`src/rtl/fetch_queue.sv`:
```
// Instruction fetch queue between the PC register and decode.
// Tracks the one synchronous instruction-memory read in flight and buffers
// completed fetches as {pc, pc+1, instr} in a small FIFO that decode pops.
// Wrong-path work is dropped on flush. Occupancy is fed back as fetch_stall.
module fetch_queue #(
  parameter int DEPTH   = 4,
  parameter int ADDR_W  = 10,
  parameter int INSTR_W = 32
) (
  input  logic               clk,
  input  logic               rst_n,
  input  logic               en,
  input  logic [ADDR_W-1:0]  pc,
  input  logic [INSTR_W-1:0] im_instr,
  input  logic               flush,
  input  logic               id_stall,
  output logic               fetch_stall,
  output logic               id_valid,
  output logic [ADDR_W-1:0]  id_pc,
  output logic [ADDR_W-1:0]  id_pc_4,
  output logic [INSTR_W-1:0] id_instr
);

  localparam int PTR_W = $clog2(DEPTH);
  localparam int CNT_W = PTR_W + 1;

  logic [PTR_W-1:0]   r_wr_ptr;
  logic [PTR_W-1:0]   r_rd_ptr;
  logic [CNT_W-1:0]   r_count;
  logic               r_pend_v;
  logic [ADDR_W-1:0]  r_pend_pc;

  logic [ADDR_W-1:0]  r_pc_mem    [DEPTH];
  logic [ADDR_W-1:0]  r_pc4_mem   [DEPTH];
  logic [INSTR_W-1:0] r_instr_mem [DEPTH];

  logic [CNT_W:0]     w_occ;
  logic               w_issue;
  logic               w_enq;
  logic               w_deq;

  // The in-flight read counts as occupied, so an arriving read always has a slot.
  assign w_occ       = {1'b0, r_count} + {{CNT_W{1'b0}}, r_pend_v};
  assign fetch_stall = (w_occ >= (CNT_W+1)'(DEPTH));

  assign w_issue  = en & ~fetch_stall & ~flush;
  assign w_enq    = r_pend_v & ~flush;
  assign id_valid = (r_count != '0) & ~flush;
  assign w_deq    = id_valid & ~id_stall;

  // Head is read combinationally; no bypass from the entry being written.
  assign id_pc    = r_pc_mem[r_rd_ptr];
  assign id_pc_4  = r_pc4_mem[r_rd_ptr];
  assign id_instr = r_instr_mem[r_rd_ptr];

  // Control state: pending read, pointers and occupancy; flush empties everything.
  always_ff @(posedge clk or negedge rst_n) begin
    if (!rst_n) begin
      r_wr_ptr  <= '0;
      r_rd_ptr  <= '0;
      r_count   <= '0;
      r_pend_v  <= 1'b0;
      r_pend_pc <= '0;
    end else begin
      r_pend_v  <= w_issue;
      r_pend_pc <= pc;
      if (flush) begin
        r_count  <= '0;
        r_rd_ptr <= r_wr_ptr;
      end else begin
        if (w_enq) r_wr_ptr <= r_wr_ptr + PTR_W'(1);
        if (w_deq) r_rd_ptr <= r_rd_ptr + PTR_W'(1);
        r_count <= r_count + CNT_W'(w_enq) - CNT_W'(w_deq);
      end
    end
  end

  // Entry storage: the completed read lands at the write pointer; contents need no reset.
  always_ff @(posedge clk) begin
    if (w_enq) begin
      r_pc_mem[r_wr_ptr]    <= r_pend_pc;
      r_pc4_mem[r_wr_ptr]   <= r_pend_pc + ADDR_W'(1);
      r_instr_mem[r_wr_ptr] <= im_instr;
    end
  end

endmodule

```
`config.mk`:
```
export PLATFORM = sky130hd
export DESIGN_NAME = fetch_queue
export DESIGN_NICKNAME = d
export VERILOG_FILES = /design/src/rtl/fetch_queue.sv
export SDC_FILE = /design/constraint.sdc
export NUM_CORES = 1
export LEC_CHECK = 0
export ABC_AREA = 1
export CAP_MARGIN = 20
export CORE_ASPECT_RATIO = 1.5
export CORE_MARGIN = 10
export CORE_UTILIZATION = 55
export CTS_BUF_LIST = sky130_fd_sc_hd__clkbuf_16
export CTS_CLUSTER_DIAMETER = 100
export CTS_CLUSTER_SIZE = 40
export DETAILED_ROUTE_END_ITERATION = 6
export PLACE_DENSITY = 0.79
export SYNTH_ARGS = -nofsm -noshare
export SYNTH_HDL_FRONTEND = slang
export SYNTH_SLANG_ARGS = --single-unit
```
`constraint.sdc`:
```
create_clock -name clk -period 4 [get_ports clk]
set_input_delay 0.8 -clock clk [delete_from_list [all_inputs] [get_ports clk]]
set_output_delay 0.8 -clock clk [all_outputs]
set_load 0.01 [all_outputs]
```
==> impl_metrics.tcl <==
set metrics [dict create \
    setup_viol 0 \
    io_buffers 100 \
    core_area_um2 15550 \
    die_area_um2 21280 \
    grt_pass1_vias 5455 \
    grtUsageMet1_pct 19.46 \
    routed_via_density 5.750 \
    power.density_nw_per_um2 597.9 \
    worst_slack_ns 0.2345 \
    cp_max_fo 57 \
    use_met2_pct 29.79 \
    netlist_area_um2 8666 \
    layout-drive-gt1-share_pct 4.403 \
    synthTopCellsByArea "edfxtp_1, o21ai_0, dfrtp_1" \
    hold_class "reg -> reg" \
    ys_seq_area_share_pct 77.27 \
    tightest_slew_ns 0.8633 \
    antenna_found_initial 2 \
    outcome "finished clean" \
    layout.nets 759 \
    die_w_um 122.5 \
    ys_seq_elements 226 \
    cts_made_buffers 9 \
    wirelength_mm 18.12 \
    syn_nets 671 \
    power_mw 6.029 \
    finClkSkew_ns 0.01855 \
    maxCapViolCount 0 \
    critPathSlowestCell "dfrtp_4" \
    end_kind "output pin" \
    dr_total_vias 5221 \
    grt_start_max_net_pins 106 \
    dieHeight_um 173.7 \
    cpPeakStageDelay_ns 0.79 \
    rsz0062_at_grt "false" \
    syn2layout_area_growth_pct 16.36 \
    htreeDepth 1 \
    cts_tree "built" \
    cp.required_ns 3.20 \
    worst-path-buf-inv 2 \
    clock_sinks 226 \
    combPwrFrac_pct 34.3 \
    yosysTopAreaCellShare_pct 72.08 \
    slew_headroom_pct 42.26 \
    yosys_warnings 0 \
    cts.path.max_buffers 3 \
    drt_iter0_drc 554 \
    p_clk_share_pct 17.7 \
    synth_top_area_cell "edfxtp_1" \
    cp_data_arrival_time_ns 2.97 \
    critPathKind "reg -> out" \
    wl_per_cell_um 19.96 \
    rows 56 \
    hold_viol 0 \
    synth.avg_cell_area_um2 14.09 \
    swShare_pct 32.22 \
    fmax_mhz 265.6 \
    ctsHoldBuffers 0 \
    final_common_cell "edfxtp_1" \
    p_leak_nw 3.371 \
    p_seq_share_pct 48.0 \
    top_level_ports 101 \
    report.final.slew_viol_count 0 \
    synth_cell_types 23 \
    p_switching_mw 1.943 \
    grt_pass1_wl_mm 28.07 \
    post-route-period-util_pct 94.14 \
    cts_setup_buffers 0 \
    tns_ns 0 \
    gp_congestion 0.7992 \
    final_cells 908 \
    place_inst 895 \
    dp_slack_ns 0.7455 \
    floorplan.initialDensity_pct 55.71 \
    mostFrequentLayoutCells "edfxtp_1, nor2_1, clkdlybuf4s50_1" \
    use_met3_pct 2.511 \
    ant_nets 0 \
    gr-usage-all-layers_pct 16.60 \
    crit_path_cell_trace "buf_4 -> o21ai_0 -> o22ai_1 -> clkdlybuf4s50_1" \
    clk_pin_slew_ns 0.13 \
    hpwl_mm 11.33 \
    critPathTopFamily "buffers and inverters" \
    period_needed_ns 3.766 \
    irDropWorstVdd_mv 0.3985 \
    drcViolationCount 0 \
    worst_setup_path_start_kind "register" \
    clock-root-buffer "clkbuf_16" \
    cts_resized 0 \
    whs_ns 0.5699 \
    postSynthCellCount 615 \
    grt-busiest-layer "met2" \
    grt.overflow.total 0 \
    dr.pass1.iters 5 \
    clk_latency_ns 0.47 \
    intPower_mw 4.086 \
]
[synthesized netlist by cell type, drive strengths merged]
library cell    n
buf            25
nand2          22
edfxtp        208
fa              1
inv            22
o21ai         107
nor2          117
xnor2           1
a21oi           3
dfrtp          18
xor2            5
nand4           4
o22ai          52
ha              8
clkbuf          9
nand3          13
[stage by stage]
step | instance area (µm²) | utilization, %
detailed placement | 9832 | 63.21
CTS | 10080 | 64.81
global route | 10080 | 64.82
finish | 10080 | 64.82
global placement | 9832 | 63.21
floorplan | 8666 | -
[cell families (layout without fill, tap and decap cells)]
| kind of cell | count (synthesis) | count (layout) | share of synthesized area [%] |
|---|---|---|---|
| AO/OA/AOI/OAI | 162 | 162 | 10.11 |
| flip-flops | 226 | 226 | 77.27 |
| AND/OR/NAND/NOR | 156 | 156 | 7.089 |
| buffers and inverters | 56 | 145 | 3.537 |
| other | 0 | 1 | 0 |
| XOR/XNOR | 6 | 6 | 0.6064 |
| adder cells (fa/ha/maj) | 9 | 9 | 1.386 |
[worst paths after layout]
check,from,end,slack [ns],cells past startpoint
max,r_rd_ptr[0],id_instr[0],0.23,4
min,r_pend_pc[9],r_pc_mem[2][9],0.57,0
max reg2reg,r_count[1],r_count[2],1.88,11
min reg2reg,r_pend_pc[9],r_pc_mem[2][9],0.57,0
max in group asynchronous,rst_n,r_rd_ptr[0],2.55,1
min in group asynchronous,rst_n,r_pend_pc[6],0.81,1
[power groups by stage]
stage | sequential [mW] | clock [mW] | combinational [mW]
floorplan | 2.84 | 0 | 1.19
global placement | 2.93 | 0 | 2.03
detailed placement | 2.95 | 0 | 2.09
CTS | 2.89 | 1.07 | 2.10
global route | 2.92 | 1.16 | 2.25
finish | 2.90 | 1.06 | 2.07
[metal layers]
| layer | up-vias | part of all wire (%) | routed length, µm |
|---|---|---|---|
| met5 | - | 0.039 | 7 |
| met4 | 2 | 2.2 | 391 |
| met3 | 27 | 4.9 | 879 |
| met2 | 155 | 55 | 9889 |
| met1 | 2611 | 38 | 6952 |
| li1 | 2426 | - | - |
[cell type report]
| cell class | instances | area (µm²) |
|---|---|---|
| sequential | 226 | 6701 |
| antenna | 1 | 2.502 |
| clock buffer | 9 | 225.2 |
| fill | 1119 | 5472 |
| tap | 203 | 254.0 |
| inverter | 22 | 87.58 |
| clock inverter | 3 | 23.77 |
| multi-input combinational | 333 | 1693 |
| timing repair buffer | 111 | 1096 |
[flip-flops by register name (all words and copies together) (netlist names)]
signal / cells
r_wr_ptr: 2
r_pend_pc: 10
r_pc_mem: 40
r_pc4_mem: 40
r_pend_v: 1
r_count: 3
r_instr_mem: 128
r_rd_ptr: 2
Note: power is estimated with default switching activity, not from simulation.
